File: src/rtl/chord_pkg.sv
// Shared types, chord offset tables and tone helpers
// for the chord sequencer.
package chord_pkg;

    typedef enum logic [1:0] {
        CH_I  = 2'd0,
        CH_IV = 2'd1,
        CH_V  = 2'd2,
        CH_VI = 2'd3
    } chord_e;

    typedef enum logic [1:0] {
        PH_IDLE = 2'd0,
        PH_NOTE = 2'd1,
        PH_SIL  = 2'd2
    } phase_e;

    localparam logic [4:0] FREQ_NONE = 5'd31;

    // Row = chord (I, IV, V, vi), column = voice.
    localparam logic [0:15][4:0] MAJOR_OFS = {
        5'd0, 5'd4,  5'd7,  5'd12,
        5'd5, 5'd9,  5'd12, 5'd17,
        5'd7, 5'd11, 5'd14, 5'd19,
        5'd9, 5'd12, 5'd16, 5'd21
    };

    localparam logic [0:15][4:0] MINOR_OFS = {
        5'd0, 5'd3,  5'd7,  5'd12,
        5'd5, 5'd8,  5'd12, 5'd17,
        5'd7, 5'd11, 5'd14, 5'd19,
        5'd8, 5'd12, 5'd15, 5'd20
    };

    // Drop an octave when the tone would reach the "none" id.
    function automatic logic [4:0] fold(input logic [5:0] s);
        logic [5:0] t;
        t = (s > 6'd30) ? s - 6'd12 : s;
        return t[4:0];
    endfunction

    function automatic logic [4:0] chord_tone(
        input logic [4:0] base,
        input logic       minor,
        input chord_e     ch,
        input logic [1:0] k
    );
        logic [3:0] idx;
        logic [4:0] ofs;
        idx = {ch, k};
        ofs = minor ? MINOR_OFS[idx] : MAJOR_OFS[idx];
        return fold({1'b0, base} + {1'b0, ofs});
    endfunction

endpackage

File: src/rtl/chord_player_pwm_dac.sv
// PWM DAC: free-running period counter, level latch,
// and the tick that paces the phase counters.
module pwm_dac #(
    parameter int BITS = 6
) (
    input  logic            clock,
    input  logic            reset,
    input  logic [BITS-1:0] level,
    output logic            tick,
    output logic            pwm
);

    logic [BITS-1:0] count;
    logic [BITS-1:0] lvl_latched;

    assign tick = (count == '0);

    // Period counter wraps every 2^BITS clocks.
    always_ff @(posedge clock or negedge reset) begin
        if (!reset) count <= '0;
        else        count <= count + BITS'(1);
    end

    // Level is sampled only at period start so duty never changes mid-period.
    always_ff @(posedge clock or negedge reset) begin
        if (!reset) begin
            lvl_latched <= '0;
            pwm         <= 1'b0;
        end else if (tick) begin
            lvl_latched <= level;
            pwm         <= (level != '0);
        end else if (count == lvl_latched) begin
            pwm <= 1'b0;
        end
    end

endmodule

File: src/rtl/chord_player.sv
// Chord sequencer and PWM mixer: derives key from game ids,
// steps I-IV-V-vi with note/silence phases, drives voices.
module chord_player
    import chord_pkg::*;
#(
    parameter int VOICES      = 4,
    parameter int BITS        = 6,
    parameter int NOTE_LENGTH = 20,
    parameter int SIL_LENGTH  = 17
) (
    input  logic                   clock,
    input  logic                   reset,
    input  logic [4:0]             freq_id1,
    input  logic [4:0]             freq_id2,
    input  logic                   new_f,
    input  logic                   music,
    input  logic [VOICES*BITS-1:0] levels,
    output logic [VOICES*5-1:0]    voice_freq,
    output logic                   voice_new_f,
    output logic [1:0]             chord_state,
    output logic                   sil,
    output logic                   note,
    output logic                   pwm
);

    localparam int CW = (NOTE_LENGTH > SIL_LENGTH) ? NOTE_LENGTH : SIL_LENGTH;
    localparam int SH = (VOICES == 4) ? 2 : (VOICES == 2) ? 1 : 0;
    localparam int SW = BITS + 2;
    localparam logic [CW-1:0] NOTE_LAST = CW'((64'd1 << NOTE_LENGTH) - 64'd1);
    localparam logic [CW-1:0] SIL_LAST  = CW'((64'd1 << SIL_LENGTH) - 64'd1);

    phase_e          state_q, state_d;
    logic [CW-1:0]   ph_cnt_q, ph_cnt_d;
    chord_e          chord_q, chord_d;
    logic [4:0]      base_q;
    logic            minor_q;
    logic            music_q;
    logic            tick;
    logic            reload;
    logic            load_en;
    logic            music_rise;
    logic            sil_next;

    logic [4:0]      lower, diff, new_base;
    logic            new_minor;
    logic [4:0]      ld_base;
    logic            ld_minor;

    logic [VOICES*5-1:0] tone_vec, direct_vec, load_vec;
    logic [SW-1:0]       sum, pair_mix;
    logic [BITS-1:0]     mix_d, mix_q, dac_level;

    assign music_rise  = music & ~music_q;
    assign note        = music && (state_q == PH_NOTE);
    assign sil         = music && (state_q == PH_SIL);
    assign sil_next    = music && (state_d == PH_SIL);
    assign chord_state = chord_q;

    // Key detection from the raw game ids.
    always_comb begin
        lower     = (freq_id2 < freq_id1) ? freq_id2 : freq_id1;
        new_base  = (lower < 5'd13) ? lower : lower - 5'd12;
        diff      = (freq_id1 > freq_id2) ? freq_id1 - freq_id2
                                          : freq_id2 - freq_id1;
        new_minor = (freq_id2 != FREQ_NONE) && (diff == 5'd3);
    end

    // Phase FSM next state; new_f overrides any phase boundary.
    always_comb begin
        state_d  = state_q;
        ph_cnt_d = ph_cnt_q;
        chord_d  = chord_q;
        reload   = 1'b0;
        if (new_f) begin
            state_d  = PH_NOTE;
            ph_cnt_d = '0;
            chord_d  = CH_I;
            reload   = 1'b1;
        end else if (!music) begin
            ph_cnt_d = '0;
            if (state_q != PH_IDLE) state_d = PH_NOTE;
        end else if (music_rise) begin
            state_d  = PH_NOTE;
            ph_cnt_d = '0;
            reload   = 1'b1;
        end else if (tick) begin
            unique case (state_q)
                PH_NOTE: begin
                    if (ph_cnt_q == NOTE_LAST) begin
                        state_d  = PH_SIL;
                        ph_cnt_d = '0;
                    end else begin
                        ph_cnt_d = ph_cnt_q + CW'(1);
                    end
                end
                PH_SIL: begin
                    if (ph_cnt_q == SIL_LAST) begin
                        state_d  = PH_NOTE;
                        ph_cnt_d = '0;
                        chord_d  = chord_e'(chord_q + 2'd1);
                        reload   = 1'b1;
                    end else begin
                        ph_cnt_d = ph_cnt_q + CW'(1);
                    end
                end
                default: ;
            endcase
        end
    end

    // Phase, progression and key registers.
    always_ff @(posedge clock or negedge reset) begin
        if (!reset) begin
            state_q  <= PH_IDLE;
            ph_cnt_q <= '0;
            chord_q  <= CH_I;
            base_q   <= '0;
            minor_q  <= 1'b0;
            music_q  <= 1'b1;
        end else begin
            state_q  <= state_d;
            ph_cnt_q <= ph_cnt_d;
            chord_q  <= chord_d;
            music_q  <= music;
            if (new_f) begin
                base_q  <= new_base;
                minor_q <= new_minor;
            end
        end
    end

    // Chord tones for the chord about to be played.
    always_comb begin
        ld_base  = new_f ? new_base : base_q;
        ld_minor = new_f ? new_minor : minor_q;
        tone_vec = '0;
        for (int k = 0; k < VOICES; k++)
            tone_vec[k*5 +: 5] = chord_tone(ld_base, ld_minor, chord_d, 2'(k));
    end

    generate
        if (VOICES == 1) begin : g_one
            // Single voice plays id1 only.
            always_comb begin
                direct_vec = freq_id1;
                pair_mix   = SW'(levels[BITS-1:0]);
            end
        end else begin : g_multi
            // Two-tone fallback on voices 0 and 1.
            always_comb begin
                direct_vec      = {VOICES{FREQ_NONE}};
                direct_vec[4:0] = freq_id1;
                direct_vec[9:5] = freq_id2;
                pair_mix = (SW'(levels[BITS-1:0])
                         + SW'(levels[2*BITS-1:BITS])) >> 1;
            end
        end
    endgenerate

    // Direct mode only rewrites voices when the ids actually differ.
    always_comb begin
        load_vec = music ? tone_vec : direct_vec;
        load_en  = reload || (!music && (direct_vec != voice_freq));
    end

    // Voice registers and their change pulse.
    always_ff @(posedge clock or negedge reset) begin
        if (!reset) begin
            voice_freq  <= {VOICES{FREQ_NONE}};
            voice_new_f <= 1'b0;
        end else begin
            voice_new_f <= load_en;
            if (load_en) voice_freq <= load_vec;
        end
    end

    // Average of all voice levels; muted in silence.
    always_comb begin
        sum = '0;
        for (int k = 0; k < VOICES; k++)
            sum = sum + SW'(levels[k*BITS +: BITS]);
        if (music) mix_d = sil ? '0 : BITS'(sum >> SH);
        else       mix_d = BITS'(pair_mix);
    end

    // Registered mix level.
    always_ff @(posedge clock or negedge reset) begin
        if (!reset) mix_q <= '0;
        else        mix_q <= mix_d;
    end

    // A period starting on the silence boundary must already be muted.
    assign dac_level = sil_next ? '0 : mix_q;

    pwm_dac #(.BITS(BITS)) u_dac (
        .clock (clock),
        .reset (reset),
        .level (dac_level),
        .tick  (tick),
        .pwm   (pwm)
    );

endmodule

File: config.mk
export PLATFORM = sky130hd
export DESIGN_NAME = chord_player
export DESIGN_NICKNAME = d
export VERILOG_FILES = /design/src/rtl/chord_pkg.sv /design/src/rtl/chord_player_pwm_dac.sv /design/src/rtl/chord_player.sv
export SDC_FILE = /design/constraint.sdc
export NUM_CORES = 1
export LEC_CHECK = 0
export BUFFER_PORTS_ARGS = -buffer_cell sky130_fd_sc_hd__buf_2
export CAP_MARGIN = 40
export CELL_PAD_IN_SITES_DETAIL_PLACEMENT = 0
export CELL_PAD_IN_SITES_GLOBAL_PLACEMENT = 1
export CORE_MARGIN = 8
export CORE_UTILIZATION = 40
export DETAILED_ROUTE_END_ITERATION = 16
export PLACE_DENSITY = 0.73
export SKIP_CTS_REPAIR_TIMING = 1
export SLEW_MARGIN = 10
export SYNTH_ARGS = -nofsm -noshare
export SYNTH_HDL_FRONTEND = slang
export SYNTH_SLANG_ARGS = --single-unit
File: constraint.sdc
create_clock -name clock -period 7.13 [get_ports clock]
set_clock_uncertainty 0.05 [all_clocks]
set_input_delay 1.426 -clock clock [delete_from_list [all_inputs] [get_ports clock]]
set_output_delay 1.426 -clock clock [all_outputs]
set_load 0.005 [all_outputs]
==> results.sh, run 1 <==
export IMPL_vias=4972
export IMPL_tritoncts="built"
export IMPL_max_slew_margin_pct=43.4
export IMPL_num_nets_final=828
export IMPL_synth_edff_count=0
export IMPL_hold_depth=1
export IMPL_fp_dieArea_um2=18800
export IMPL_globalplace_congestion=0.859
export IMPL_grt_setup_unrepaired="false"
export IMPL_drtIter0Drc=270
export IMPL_comb_power_share_pct=35.2
export IMPL_fin_crit_sh_pct=83.5
export IMPL_clkPwrFrac_pct=28.5
export IMPL_clk_pin_slew_ps=60
export IMPL_worst_pin_slew_ps=840
export IMPL_overflow=0
export IMPL_max_freq_ghz=0.168
export IMPL_netlist_instances=659
export IMPL_intPower_mw=0.932
export IMPL_switching_power_mw=0.468
export IMPL_avgSynthCellArea_um2=8.90
export IMPL_finalSetupViolCount=0
export IMPL_period_minus_slack_ps=5960
export IMPL_crit_fanout=12
export IMPL_synth_top_cell_by_area="dfrtp_1"
export IMPL_cts_htree_levels=3
export IMPL_synth_cell_types=65
export IMPL_num_rows=44
export IMPL_start_kind="input port"
export IMPL_ios=64
export IMPL_synth_seq_cells=71
export IMPL_cp_required_ps=7340
export IMPL_wl_um=15100
export IMPL_initial_core_util_pct=40.7
export IMPL_ys_async_sr_fraction_pct=100
export IMPL_status="finished clean"
export IMPL_avgRoutedWirePerCell_um=16.6
export IMPL_cts_buffers=9
export IMPL_die_h_um=137
export IMPL_hold_violations=0
export IMPL_setup_tns_final_ps=0
export IMPL_power_density_nw_per_um2=210
export IMPL_syn2layout_area_growth_pct=13.8
export IMPL_final_layout_size_suffix_gt1_share_pct=17.1
export IMPL_grt_start_max_net_pins=42
export IMPL_synth_net_count=763
export IMPL_antenna_found_initial=0
export IMPL_finalPower_mw=1.40
export IMPL_viasPerCell=5.45
export IMPL_ant_nets=0
export IMPL_multi_input_area_um2=3720
export IMPL_drv_cap=0
export IMPL_fillers=1445
export IMPL_yosysTopAreaCellShare_pct=21.3
export IMPL_syn_area_um2=5870
export IMPL_yosysSeqAreaShare_pct=30.7
export IMPL_clockRootBuffer="clkbuf_16"
export IMPL_synth_area_top_cells="dfrtp_1 21%, ha_1 12%, dfstp_2 9.4%"
export IMPL_instances_no_fill=913
export IMPL_criticalPathCategory="input port to register"
export IMPL_num_antenna_cells=0
export IMPL_setup_slack_ps=1170
export IMPL_slew_violations=0
export IMPL_irDropWorstVdd_mv=0.138
export IMPL_insertion_delay_ps=330
export IMPL_rr_worst_depth=20
export IMPL_port_buffers=63
export IMPL_track_usage_pct=16.8
export IMPL_p_sw_share_pct=33.5
export IMPL_p_leak_nw=3.21
export IMPL_dp_cells=897
export IMPL_core_um2=14400
export IMPL_clock_path_buffers=2
export IMPL_drtPass1Iterations=5
export IMPL_grt_first_pass_wirelength_um=25100
export IMPL_place_ws_ps=876
export IMPL_ff_latch_area_um2=1800
export IMPL_ys_warn_count=0
export IMPL_endpoint_kind="register"
export IMPL_p_seq_share_pct=36.3
export IMPL_die_x_um=137
export IMPL_synth_ff_type="dfrtp_1"
export IMPL_hpwl_um=11900
export IMPL_cts_sinks=71
export IMPL_layout_commonest_cell="inv_1"
export IMPL_grt_pass1_vias=5087
export IMPL_drc_errors=0
export IMPL_hp_class="register to register"
export IMPL_mostFrequentLayoutCells="68 x inv_1, 63 x buf_2, 54 x ha_1"
export IMPL_critPathArrivalTime_ps=6170
-- through the flow --
step / utilization [%] / hold slack [ps] / area, um^2
after floorplan: - / 410 / 5870
after global placement: 44.0 / 429 / 6350
after detailed placement: 44.5 / 429 / 6420
after CTS: 46.3 / 443 / 6680
after global routing: 46.3 / 463 / 6680
final: 46.3 / 439 / 6680
-- logic make-up after synthesis --
family | synth area share [%]
adder cells (fa/ha/maj) | 15.6
buffers and inverters | 5.78
flip-flops | 30.7
AO/OA/AOI/OAI | 19.2
AND/OR/NAND/NOR | 16.4
XOR/XNOR | 7.02
multiplexers | 5.27
-- synthesized netlist by cell type, drive strengths merged (18+ instances only) --
| cell type | count |
|---|---|
| inv | 68 |
| xnor2 | 30 |
| dfrtp | 50 |
| nor2 | 47 |
| dfstp | 21 |
| ha | 54 |
| a21oi | 41 |
| mux2i | 23 |
| nand2 | 46 |
| o21ai | 49 |
| nand3 | 18 |
-- area by class of cell --
cell class                      count  area share [%]
Clock buffer                       14            3.65
Clock inverter                      2           0.150
Inverter                           69            3.88
Multi-Input combinational cell    502            55.8
Sequential cell                    71            27.0
Tap cell                          184            3.45
Timing Repair Buffer               71            6.11
-- worst paths after layout --
kind | from | end | slack (ps)
setup / recovery | freq_id1[4] | voice_freq[7]$_DFFE_PN1P_ | 1170
hold / removal | mix_q[5]$_DFF_PN0_ | u_dac.lvl_latched[5]$_DFFE_PN0N_ | 440
setup reg to reg | ph_cnt_q[0]$_DFFE_PN0P_ | voice_freq[7]$_DFFE_PN1P_ | 2080
hold reg to reg | mix_q[5]$_DFF_PN0_ | u_dac.lvl_latched[5]$_DFFE_PN0N_ | 440
max in group asynchronous | reset | voice_freq[18]$_DFFE_PN1P_ | 5350
min in group asynchronous | reset | ph_cnt_q[2]$_DFFE_PN0P_ | 1060
-- sequential cells by signal (all words and copies together), names as in the netlist --
signal / flops
base_q: 5
chord_state: 2
minor_q: 1
mix_q: 6
music_q: 1
ph_cnt_q: 20
state_q: 2
u_dac.count: 6
u_dac.lvl_latched: 6
u_dac.pwm: 1
voice_freq: 20
voice_new_f: 1
-- power by group through the flow --
stage	logic [mW]	registers (mW)	clock network, mW
floorplan	0.349	0.508	0
global placement	0.483	0.514	0
detailed placement	0.495	0.514	0
CTS	0.498	0.508	0.412
global route	0.556	0.514	0.433
finish	0.494	0.508	0.399
-- worst max-delay path, cell delays in order --
cell,delay (ps)
buf_2,160
inv_1,90
ha_1,400
and3_4,230
and3_4,190
a31oi_4,270
mux2i_1,270
xor2_1,220
nand2_1,90
o311a_4,470
mux2_4,320
ha_1,320
a21o_1,190
xnor2_1,280
inv_1,80
ha_1,220
nand3b_1,150
o21ai_0,90
a211oi_1,190
a21oi_1,90
mux2i_1,130
a311o_1,270
-- layer usage --
layer	up-vias	global-route usage, %	routed length (um)
li1	2460	-	-
met1	2388	22.4	7120
met2	108	26.1	6890
met3	16	3.96	861
met4	0	5.67	274
met5	-	0	0
(Power assumes the default switching activity.)
==> run 2, diff against run 1 <==
Settings changed: ABC_AREA set to 1, PLACE_DENSITY 0.73 to 0.75.
Clock period 7.13 ns to 5.9 ns, I/O delays scaled along.
==> run 2 against run 1 <==
  * Cell count up 12%
  * Wire length hardly changed
  * Sequential power up 25%
  * Clock power up 40%
  * Via count is 3.8% higher
  * Combinational power grew 34%
  * Setup slack worse by 600 ps
  * First-iteration DRC count shrank 18%
  * Global-route usage is 0.68 points lower
  * Power increased by 32%
  * Synthesized cell count increased by 16%
  * Largest power group is now combinational cells
==> results.sh, run 2 <==
export IMPL_drtIter0Drc=221
export IMPL_fp_dieArea_um2=19100
export IMPL_tritoncts="built"
export IMPL_hpwl_um=12400
export IMPL_max_freq_ghz=0.188
export IMPL_synth_most_common_cell="nand2_1"
export IMPL_clockRootBuffer="clkbuf_16"
export IMPL_criticalPathCategory="input port to register"
export IMPL_vias=5163
export IMPL_fin_crit_sh_pct=90.3
export IMPL_hold_depth=2
export IMPL_die_h_um=138
export IMPL_crit_fanout=7
export IMPL_place_area_um2=6510
export IMPL_cts_buffers=9
export IMPL_synth_seq_cells=71
export IMPL_viasPerCell=5.04
export IMPL_synth_area_top_cells="dfrtp_1 21%, ha_1 11%, dfstp_2 9.3%"
export IMPL_hp_class="register to register"
export IMPL_antenna_found_initial=0
export IMPL_grt_pass1_vias=5280
export IMPL_endpoint_kind="register"
export IMPL_critPathArrivalTime_ps=5540
export IMPL_mostFrequentLayoutCells="146 x nand2_1, 139 x inv_1, 63 x buf_2"
export IMPL_ys_async_sr_fraction_pct=100
export IMPL_netlist_instances=765
export IMPL_layout_commonest_cell="nand2_1"
export IMPL_fillers=1473
export IMPL_yosysTopAreaCellShare_pct=21.0
export IMPL_cp_required_ps=6110
export IMPL_reg_top3="ph_cnt_q (20), voice_freq (20)"
export IMPL_globalplace_congestion=0.866
export IMPL_clk_pin_slew_ps=60
export IMPL_yosysSeqAreaShare_pct=30.2
export IMPL_num_rows=44
export IMPL_multi_input_area_um2=3540
export IMPL_synth_net_count=869
export IMPL_cts_htree_levels=3
export IMPL_worstReg2RegEnd="voice_freq[14]$_DFFE_PN1P_"
export IMPL_synth_top_cell_by_area="dfrtp_1"
export IMPL_drv_cap=0
export IMPL_drtPass1Iterations=4
export IMPL_holdWs_ps=441
export IMPL_track_usage_pct=16.1
export IMPL_worst_pin_slew_ps=693
export IMPL_crit_path_max_incr_delay_ps=540
export IMPL_grt_setup_unrepaired="false"
export IMPL_ys_warn_count=0
export IMPL_final_layout_size_suffix_gt1_share_pct=19.9
export IMPL_synth_ff_type="dfrtp_1"
export IMPL_num_antenna_cells=0
export IMPL_p_leak_nw=3.58
export IMPL_avgSynthCellArea_um2=7.79
export IMPL_finalSetupViolCount=0
export IMPL_period_minus_slack_ps=5330
export IMPL_fin_area_um2=6810
export IMPL_synth_cell_types=57
export IMPL_grt_first_pass_wirelength_um=25800
export IMPL_cp_common_cell="nand2_1"
export IMPL_r2r_slack_ps=910
export IMPL_status="finished clean"
export IMPL_avgRoutedWirePerCell_um=14.8
export IMPL_initial_core_util_pct=41.0
export IMPL_critPathSlowestCell="o21ai_0"
export IMPL_wl_um=15200
export IMPL_ant_nets=0
export IMPL_cts_sinks=71
export IMPL_irDropWorstVdd_mv=0.144
export IMPL_synthTopCellsByCount="146 x nand2_1, 139 x inv_1, 54 x ha_1"
export IMPL_rr_worst_depth=29
export IMPL_hold_violations=0
export IMPL_insertion_delay_ps=340
export IMPL_cp_buffers_inverters=4
export IMPL_grt_start_max_net_pins=50
export IMPL_syn_area_um2=5960
export IMPL_power_density_nw_per_um2=272
export IMPL_start_kind="input port"
export IMPL_synth_edff_count=0
export IMPL_ff_latch_area_um2=1800
export IMPL_crit_family="simple AND/OR/NAND/NOR gates"
export IMPL_max_slew_margin_pct=53.3
export IMPL_num_nets_final=940
export IMPL_setup_tns_final_ps=0
export IMPL_path_depth=29
export IMPL_port_buffers=63
export IMPL_ios=64
export IMPL_drc_errors=0
export IMPL_die_x_um=138
export IMPL_core_um2=14500
export IMPL_hold_end="voice_freq[9]$_DFFE_PN1P_"
export IMPL_syn2layout_area_growth_pct=14.2
export IMPL_r2r_start="u_dac.count[0]$_DFF_PN0_"
export IMPL_overflow=0
export IMPL_hp_start="voice_freq[9]$_DFFE_PN1P_"
export IMPL_slew_violations=0
export IMPL_clock_path_buffers=2
-- run 2: cell count changes after synthesis, sizes merged, moves of 10 or more --
cell and delta:
a21o -16, and3 -12, clkbuf -12, inv +78
mux2i -23, nand2 +123, nand3 +25, nor2 +15
o22ai +10, xnor2 -21
-- run 2: layout make-up --
class	instances	share of cell area [%]
Multi-Input combinational cell	537	52.0
Timing Repair Buffer	69	5.58
Clock inverter	7	1.14
Tap cell	184	3.38
Sequential cell	71	26.5
Clock buffer	9	3.31
Inverter	148	8.16
-- run 2: worst register-to-register path: cells and delay by family (launching register included) --
kind	cells	cell delay [ps]
fa+ha+maj	4	840
xor+xnor	1	110
flops	1	400
buf+inv	8	900
simple gates	14	2090
compound gates	2	510
-- run 2: metal layers --
metal | wire length [um] | GRT usage, % | part of all wire (%) | vias to the layer above
li1 | - | - | - | 2629
met1 | 6980 | 20.2 | 46 | 2445
met2 | 7430 | 27.6 | 49 | 78
met3 | 539 | 2.84 | 3.6 | 11
met4 | 210 | 4.69 | 1.4 | 0
met5 | 0 | 0 | 0 | -
-- run 2: stage by stage --
stage	cells	power (mW)	util (%)	setup slack, ps
floorplan	765	1.11	-	1010
global placement	1008	1.29	44.6	345
detailed placement	1009	1.31	44.8	278
CTS	1025	1.87	46.9	620
global route	1025	2.00	46.9	106
finish	1025	1.85	46.9	574
-- run 2: how the worst max path moves through the flow --
stage | startpoint | end | slack, ps
after floorplan | freq_id2[0] | voice_freq[14]$_DFFE_PN1P_ | 1010
after global placement | freq_id2[0] | voice_freq[14]$_DFFE_PN1P_ | 340
after detailed placement | freq_id1[2] | voice_freq[14]$_DFFE_PN1P_ | 280
after CTS | freq_id1[2] | voice_freq[14]$_DFFE_PN1P_ | 620
after global routing | freq_id1[2] | voice_freq[14]$_DFFE_PN1P_ | 110
final | freq_id1[2] | voice_freq[14]$_DFFE_PN1P_ | 570
-- run 2: cell families (layout without fill, tap and decap cells) --
| family | count (synthesis) | count (layout) | synth area share [%] |
|---|---|---|---|
| adder cells (fa/ha/maj) | 66 | 66 | 15.4 |
| AND/OR/NAND/NOR | 309 | 309 | 25.6 |
| flip-flops | 71 | 71 | 30.2 |
| AO/OA/AOI/OAI | 127 | 127 | 13.2 |
| XOR/XNOR | 35 | 35 | 5.14 |
| buffers and inverters | 157 | 233 | 10.4 |
-- run 2: power breakdown --
part	internal, mW	switching [mW]
registers	0.581	0.0524
clock network	0.333	0.226
logic	0.267	0.395
==> run 3, diff against run 2 <==
Settings changed: GPL_TIMING_DRIVEN set to 0.
==> run 3 against run 2 <==
  * Register-to-register slack worse by 70 ps
  * Largest cell class unchanged
  * Critical endpoint unchanged
  * Largest power group unchanged
  * Cell count is 0.29% higher
  * First-iteration DRC count is 26% higher
  * Maximum frequency shrank 2.4%
==> results.sh, run 3 (synthesized netlist as in run 2, its figures left out) <==
export IMPL_num_rows=44
export IMPL_num_antenna_cells=0
export IMPL_drc_errors=0
export IMPL_tritoncts="built"
export IMPL_avgRoutedWirePerCell_um=14.8
export IMPL_cp_required_ps=6110
export IMPL_num_nets_final=943
export IMPL_insertion_delay_ps=350
export IMPL_wl_um=15200
export IMPL_period_minus_slack_ps=5460
export IMPL_critPathArrivalTime_ps=5670
export IMPL_power_density_nw_per_um2=278
export IMPL_cts_buffers=9
export IMPL_finalSetupViolCount=0
export IMPL_cts_htree_levels=3
export IMPL_grt_setup_unrepaired="false"
export IMPL_clk_pin_slew_ps=60
export IMPL_slew_violations=0
export IMPL_hp_class="register to register"
export IMPL_vias=5212
export IMPL_ios=64
export IMPL_cts_sinks=71
export IMPL_core_um2=14500
export IMPL_clock_path_buffers=2
export IMPL_hpwl_um=12400
export IMPL_p_leak_nw=3.60
export IMPL_overflow=0
export IMPL_mostFrequentLayoutCells="146 x nand2_1, 139 x inv_1, 64 x buf_2"
export IMPL_clockRootBuffer="clkbuf_16"
export IMPL_die_x_um=138
export IMPL_fp_dieArea_um2=19100
export IMPL_reg_top3="ph_cnt_q (20), voice_freq (20)"
export IMPL_status="finished clean"
export IMPL_ant_nets=0
export IMPL_initial_core_util_pct=41.0
export IMPL_crit_fanout=6
export IMPL_start_kind="input port"
export IMPL_final_layout_size_suffix_gt1_share_pct=20.0
export IMPL_grt_first_pass_wirelength_um=25700
export IMPL_critPathSlowestCell="o21ai_0"
export IMPL_die_h_um=138
export IMPL_hold_violations=0
export IMPL_fin_crit_sh_pct=92.5
export IMPL_crit_path_max_incr_delay_ps=650
export IMPL_drtPass1Iterations=4
export IMPL_drv_cap=0
export IMPL_layout_commonest_cell="nand2_1"
export IMPL_track_usage_pct=16.2
export IMPL_syn2layout_area_growth_pct=15.1
export IMPL_drtIter0Drc=278
export IMPL_viasPerCell=5.07
export IMPL_setup_tns_final_ps=0
export IMPL_antenna_found_initial=0
export IMPL_irDropWorstVdd_mv=0.183
export IMPL_port_buffers=62
export IMPL_max_slew_margin_pct=36.6
export IMPL_grt_pass1_vias=5235
export IMPL_criticalPathCategory="input port to register"
export IMPL_globalplace_congestion=0.857
export IMPL_worst_pin_slew_ps=941
export IMPL_max_freq_ghz=0.183
export IMPL_endpoint_kind="register"
export IMPL_cp_common_cell="nand2_1"
export IMPL_holdWs_ps=441
export IMPL_fillers=1507
export IMPL_grt_start_max_net_pins=48
-- run 3: cell types whose count changed in the layout (fill, tap and decap cells not counted) --
| cell | before | now |
|---|---|---|
| buf_2 | 63 | 64 |
| buf_4 | 5 | 4 |
| buf_6 | 0 | 2 |
| bufinv_16 | 1 | 2 |
| clkbuf_1 | 0 | 1 |
| clkinv_2 | 1 | 0 |
| clkinv_4 | 0 | 2 |
| clkinvlp_4 | 1 | 0 |
| inv_6 | 4 | 3 |
-- run 3: layer usage --
metal	part of all wire [%]	wire [um]	GRT usage (%)
met5	0	0	0
met3	2.2	330	2.64
met1	47	7120	20.0
met2	49	7450	27.6
met4	2.0	303	6.06
-- run 3: worst paths after layout --
kind | from | endpoint | slack, ps | cells past startpoint
min in group asynchronous | reset | ph_cnt_q[8]$_DFFE_PN0P_ | 700 | 1
worst max-delay path | freq_id1[3] | voice_freq[14]$_DFFE_PN1P_ | 440 | 29
worst min-delay path | voice_freq[19]$_DFFE_PN1P_ | voice_freq[19]$_DFFE_PN1P_ | 440 | 2
max in group asynchronous | reset | voice_freq[14]$_DFFE_PN1P_ | 4490 | 2
worst max register to register | u_dac.count[0]$_DFF_PN0_ | voice_freq[14]$_DFFE_PN1P_ | 840 | 29
worst min register to register | voice_freq[19]$_DFFE_PN1P_ | voice_freq[19]$_DFFE_PN1P_ | 440 | 2
-- run 3: critical path, delay by kind of cell --
kind / cells / cell delay (ps)
AND/OR/NAND/NOR: 17 / 1800
buffers and inverters: 4 / 360
XOR/XNOR: 1 / 110
AO/OA/AOI/OAI: 4 / 1230
adder cells (fa/ha/maj): 3 / 950
-- run 3: cell type report --
cell class,instances,area (um^2),share of cell area (%)
Buffer,9,63.8,0.930
Multi-Input combinational cell,537,3540,51.6
Inverter,148,556,8.10
Timing Repair Buffer,63,340,4.96
Tap cell,184,230,3.36
Clock buffer,9,225,3.28
Clock inverter,7,104,1.51
Sequential cell,71,1800,26.3
-- run 3: metrics by stage --
stage	setup slack [ps]	power (mW)	cells	utilization, %	cell area (um^2)
global route	46.6	2.04	1028	47.2	6860
detailed placement	139	1.31	1012	44.9	6530
global placement	255	1.29	1011	44.7	6500
floorplan	1010	1.11	765	-	5960
CTS	487	1.92	1028	47.2	6860
finish	445	1.91	1028	47.2	6860
-- run 3: report_power, final --
part	leakage, nW	internal, mW	switching, mW
clock	0.161	0.376	0.232
sequential	0.861	0.581	0.0513
combinational	2.58	0.266	0.399
total	3.60	1.22	0.682
